===== src/rtl/isqrt_pkg.sv =====
// isqrt_pkg: shared state encoding and rounding
// selectors for the streaming square-root engine.
package isqrt_pkg;

  typedef enum logic [1:0] {
    IDLE = 2'd0,
    CALC = 2'd1,
    FIX  = 2'd2,
    DONE = 2'd3
  } st_t;

  localparam int ROUND_TRUNC   = 0;
  localparam int ROUND_NEAREST = 1;

endpackage


===== src/rtl/isqrt_nr_step.sv =====
// isqrt_nr_step: one non-restoring square-root
// iteration, purely combinational.
module isqrt_nr_step #(
  parameter int N = 16
) (
  input  logic [N+1:0] i_r,
  input  logic [N-1:0] i_q,
  input  logic [1:0]   i_pair,
  output logic [N+1:0] o_r,
  output logic [N-1:0] o_q
);

  logic [N+1:0] w_sh;
  logic [N+1:0] w_sub;
  logic [N+1:0] w_add;

  // The top two bits of r fall off the shift; the
  // signed remainder always fits in N+2 bits.
  assign w_sh  = {i_r[N-1:0], i_pair};
  assign w_sub = {i_q, 2'b01};
  assign w_add = {i_q, 2'b11};

  assign o_r = i_r[N+1] ? w_sh + w_add
                        : w_sh - w_sub;
  assign o_q = {i_q[N-2:0], ~o_r[N+1]};

endmodule


===== src/rtl/isqrt_stream.sv =====
// isqrt_stream: valid/ready integer square root with
// floor remainder, optional rounding and tag passthrough.
module isqrt_stream
  import isqrt_pkg::*;
#(
  parameter int DIN_W = 32,
  parameter int TAG_W = 4,
  parameter int ROUND = ROUND_TRUNC
) (
  input  logic               clk,
  input  logic               reset_n,
  input  logic               in_valid,
  output logic               in_ready,
  input  logic [DIN_W-1:0]   in_data,
  input  logic [TAG_W-1:0]   in_tag,
  output logic               out_valid,
  input  logic               out_ready,
  output logic [DIN_W/2-1:0] out_root,
  output logic [DIN_W/2:0]   out_rem,
  output logic [TAG_W-1:0]   out_tag,
  output logic               busy,
  output logic [1:0]         cstate
);

  localparam int N  = DIN_W / 2;
  localparam int CW = $clog2(N + 1);
  localparam logic [CW-1:0] LAST = CW'(N - 1);

  st_t              r_st;
  logic [DIN_W-1:0] r_x;
  logic [TAG_W-1:0] r_tag;
  logic [N+1:0]     r_r;
  logic [N-1:0]     r_q;
  logic [CW-1:0]    r_cnt;

  logic [N+1:0] w_r;
  logic [N-1:0] w_q;
  logic [N:0]   w_rf;
  logic         w_up;
  logic [N-1:0] w_root;

  isqrt_nr_step #(.N(N)) u_step (
    .i_r   (r_r),
    .i_q   (r_q),
    .i_pair(r_x[DIN_W-1 -: 2]),
    .o_r   (w_r),
    .o_q   (w_q)
  );

  // A negative final remainder is corrected back
  // to the floor remainder; it is never negative after.
  assign w_rf = r_r[N+1] ? r_r[N:0] + {r_q, 1'b1}
                         : r_r[N:0];
  assign w_up = w_rf > {1'b0, r_q};

  assign w_root =
    (ROUND == ROUND_NEAREST && w_up && !(&r_q))
      ? r_q + 1'b1 : r_q;

  assign in_ready = (r_st == IDLE);
  assign busy     = (r_st != IDLE);
  assign cstate   = r_st;

  always_ff @(posedge clk) begin
    if (!reset_n) begin
      r_st      <= IDLE;
      r_x       <= '0;
      r_tag     <= '0;
      r_r       <= '0;
      r_q       <= '0;
      r_cnt     <= '0;
      out_valid <= 1'b0;
      out_root  <= '0;
      out_rem   <= '0;
      out_tag   <= '0;
    end else begin
      unique case (r_st)
        IDLE: begin
          if (in_valid) begin
            r_x   <= in_data;
            r_tag <= in_tag;
            r_r   <= '0;
            r_q   <= '0;
            r_cnt <= '0;
            r_st  <= CALC;
          end
        end
        CALC: begin
          r_r   <= w_r;
          r_q   <= w_q;
          r_x   <= {r_x[DIN_W-3:0], 2'b00};
          r_cnt <= r_cnt + 1'b1;
          if (r_cnt == LAST) r_st <= FIX;
        end
        FIX: begin
          out_root  <= w_root;
          out_rem   <= w_rf;
          out_tag   <= r_tag;
          out_valid <= 1'b1;
          r_st      <= DONE;
        end
        DONE: begin
          if (out_ready) begin
            out_valid <= 1'b0;
            r_st      <= IDLE;
          end
        end
        default: r_st <= IDLE;
      endcase
    end
  end

endmodule


===== config.mk =====
export PLATFORM = sky130hd
export DESIGN_NAME = isqrt_stream
export DESIGN_NICKNAME = d
export VERILOG_FILES = /design/src/rtl/isqrt_pkg.sv /design/src/rtl/isqrt_nr_step.sv /design/src/rtl/isqrt_stream.sv
export SDC_FILE = /design/constraint.sdc
export NUM_CORES = 1
export LEC_CHECK = 0
export CORE_AREA = 8 8 107 128
export CTS_BUF_LIST = sky130_fd_sc_hd__clkbuf_16
export DETAILED_ROUTE_END_ITERATION = 12
export DIE_AREA = 0 0 115 136
export HOLD_SLACK_MARGIN = 0.02
export PLACE_DENSITY = 0.82
export SYNTH_ARGS = -nofsm -noshare
export SYNTH_HDL_FRONTEND = slang
export SYNTH_SLANG_ARGS = --single-unit

===== constraint.sdc =====
create_clock -name clk -period 7.2 [get_ports clk]
set_input_delay 2.16 -clock clk [delete_from_list [all_inputs] [get_ports clk]]
set_output_delay 2.16 -clock clk [all_outputs]
set_load 0.005 [all_outputs]

==> metrics.cfg <==
[sta]
setup_viol=0
rsz0062_at_grt=false
worst_slew_pin_slew_ns=1.22
max_freq_mhz=231
hold_viol_final=0
fin_crit_sh_pct=60.2
clock_skew_ns=0.00644
relSlewSlack_pct=18.8
worst_slack_ns=2.87
final.setup.tns_ns=0
min_period_ns=4.33
drv_slew=0

[pwr]
p_leak_nw=2.94
power.internal_mw=2.00
power_density_mw_per_mm2=438
seqPwrFrac_pct=28.2
p_sw_share_pct=40.4
p_switching_mw=1.35
fin_total_pwr_mw=3.36
power.share.clock_pct=23.3
pwr-share-comb_pct=48.5
vdd_drop_max_mv=0.211

[cts]
numCtsBuffers=17
cts_buffer_depth=2
cts.clk_slew.worst_paths_ns=0.05
postCtsSetupBuffers=0
clk_latency_ns=0.42
hold_buffers=0
cts_resized=0
h-tree-depth=4
clockRootBuffer=clkbuf_16
cts.sinks=115
cts_tree=done

[global_route]
overflow=0
grt_pass1_vias=5679
grt_pass1_wl_um=26600
antenna_found_initial=0
grt_usage_pct=21.4
grt_max_degree=92

[die]
die_x_um=115
core_area_mm2=0.0118
start_util_pct=52.9
die_h_um=136
rows=44
ios=82
dieArea_mm2=0.0156

[outcome]
status=finished clean

[worst_setup_path]
path_class=in2reg
cp_max_fo=91
endpoint_kind=register
arrival_ns=4.62
ff2ff_setup_slack_ns=3.97
start_kind=primary input
cp.required_ns=7.49

[synthesis]
synth.top_cell.area_share_pct=36.9
ys.flop_type=dfxtp_1
yosys.area_share.adder_pct=7.74
synth_top_family_by_area=compound AO/OA/AOI/OAI gates
yosys_warnings=0
synth_area_per_cell_um2=8.60
netlist_instances=725
synth_seq_cells=115
synth_mux_area_share_pct=9.31
syn-num-nets=803
yosysTopAreaCell=dfxtp_1
synth_edf_count=0
async_flop_share_pct=0
ys_types=56
synth_xor_area_share_pct=5.76
synth_compound_area_share_pct=21.5
synth-simple-area-share_pct=14.5
yosysSeqAreaShare_pct=36.9
synth_area_mm2=0.00624
synthTopCellsByArea=dfxtp_1 (37%), mux2i_1 (9.3%), ha_1 (7.4%)

[placement]
portBuffers=81
place_ws_ns=2.49
dp_hpwl_um=11600
placed_cells=927
gp_congestion=0.942

[detailed_routing]
wl_per_cell_um=16.9
routed_wl_um=16200
drtPass1Iterations=5
vias=5567
drc=0
drt-initial-drc-count=303
drtAntennaViolNets=0
via_per_inst=5.81

[final_layout]
area_growth_pct=22.9
n_fill_cell=1001
drive_gt1_share_pct=5.26
multiInputGateArea_mm2=0.00369
nets=863
fin_util_pct=65.1
regArea_mm2=0.00230
diodes=0
fin_cells=959

[flow_run]
drv_cap=0

[hold_path]
hp-class=reg2reg

==> final cells by class <==
| class | instances | share of cell area [%] |
|---|---|---|
| Tap cell | 161 | 2.63 |
| Inverter | 20 | 0.979 |
| Timing Repair Buffer | 86 | 11.1 |
| Multi-Input combinational cell | 545 | 48.1 |
| Clock inverter | 15 | 1.62 |
| Clock buffer | 17 | 5.55 |
| Sequential cell | 115 | 30.0 |
==> state kept, by name, indices dropped and copies added (netlist names) <==
signal / cells
cstate: 2
out_rem: 17
out_root: 16
out_tag: 4
out_valid: 1
r_cnt: 5
r_q: 16
r_r: 18
r_tag: 4
r_x: 32
==> power by group through the flow <==
| stage | sequential [mW] | clock (mW) | combinational, mW |
|---|---|---|---|
| floorplan | 0.905 | 0 | 1.23 |
| global placement | 0.947 | 0 | 1.57 |
| detailed placement | 0.954 | 0 | 1.61 |
| CTS | 0.945 | 0.787 | 1.63 |
| global route | 0.963 | 0.819 | 1.80 |
| finish | 0.947 | 0.781 | 1.63 |
==> cells by family (layout without fill, tap and decap cells) <==
logic type	after synthesis	count (layout)
AO/OA/AOI/OAI	203	203
XOR/XNOR	41	41
adder cells (fa/ha/maj)	38	38
buffers and inverters	65	138
flip-flops	115	115
multiplexers	58	58
AND/OR/NAND/NOR	205	205
==> cell usage after synthesis (3+ instances only) <==
| cell type | instances |
|---|---|
| inv_1 | 19 |
| a32o_1 | 3 |
| nand2_1 | 36 |
| a22oi_1 | 24 |
| nand3_1 | 16 |
| buf_1 | 7 |
| o211ai_1 | 5 |
| mux2i_1 | 58 |
| nor3_1 | 5 |
| xnor2_1 | 34 |
| o21ai_0 | 36 |
| dfxtp_1 | 115 |
| clkbuf_1 | 32 |
| a211oi_1 | 39 |
| xor2_1 | 7 |
| a21oi_1 | 50 |
| o22ai_1 | 3 |
| ha_1 | 37 |
| nor2b_1 | 8 |
| nand4_1 | 5 |
| a21o_1 | 10 |
| nor2_1 | 108 |
| nand2b_1 | 11 |
| and3_1 | 4 |
| or3_1 | 3 |
| buf_2 | 3 |
| a31oi_1 | 5 |
| o221ai_1 | 4 |
| o21a_1 | 7 |
==> critical path, cell delays in order <==
cell             delay (ns)
clkdlybuf4s50_1        0.67
inv_2                  0.22
buf_4                  0.71
nor2_1                 0.42
a32oi_1                0.28
nand3_1                0.11
==> path summary, 6_finish.rpt <==
kind                            cells past startpoint  endpoint      from
worst min register to register                      2  r_tag[1]  r_tag[1]
worst max-delay path                                6   r_r[11]   reset_n
worst max register to register                      9   r_r[16]   r_r[17]
worst min-delay path                                2  r_tag[1]  r_tag[1]
==> per-layer routing <==
metal	vias to the layer above	track usage [%]	share of wire (%)
met5	-	0	0
met3	55	5.87	5.1
met1	2608	23.1	41
li1	2734	-	-
met2	170	36.8	50
met4	0	12.2	3.7
==> placed cells by master (no fill, tap or decap), drive strengths merged, types with 11 or more instances in the layout <==
cell type / count
a21oi: 52
nand2b: 11
a211oi: 39
a21o: 11
clkdlybuf4s50: 81
dfxtp: 115
inv: 21
mux2i: 58
clkbuf: 17
o21ai: 39
nand2: 36
a22oi: 24
xnor2: 34
ha: 37
nand3: 16
nor2: 108
==> through the flow <==
stage | instance area [µm²] | hold slack (ns)
detailed placement | 7120 | 0.456
global placement | 7120 | 0.449
floorplan | 6240 | 0.436
CTS | 7660 | 0.471
finish | 7660 | 0.471
global route | 7660 | 0.503
No activity file was read; power rests on OpenSTA's default activity.
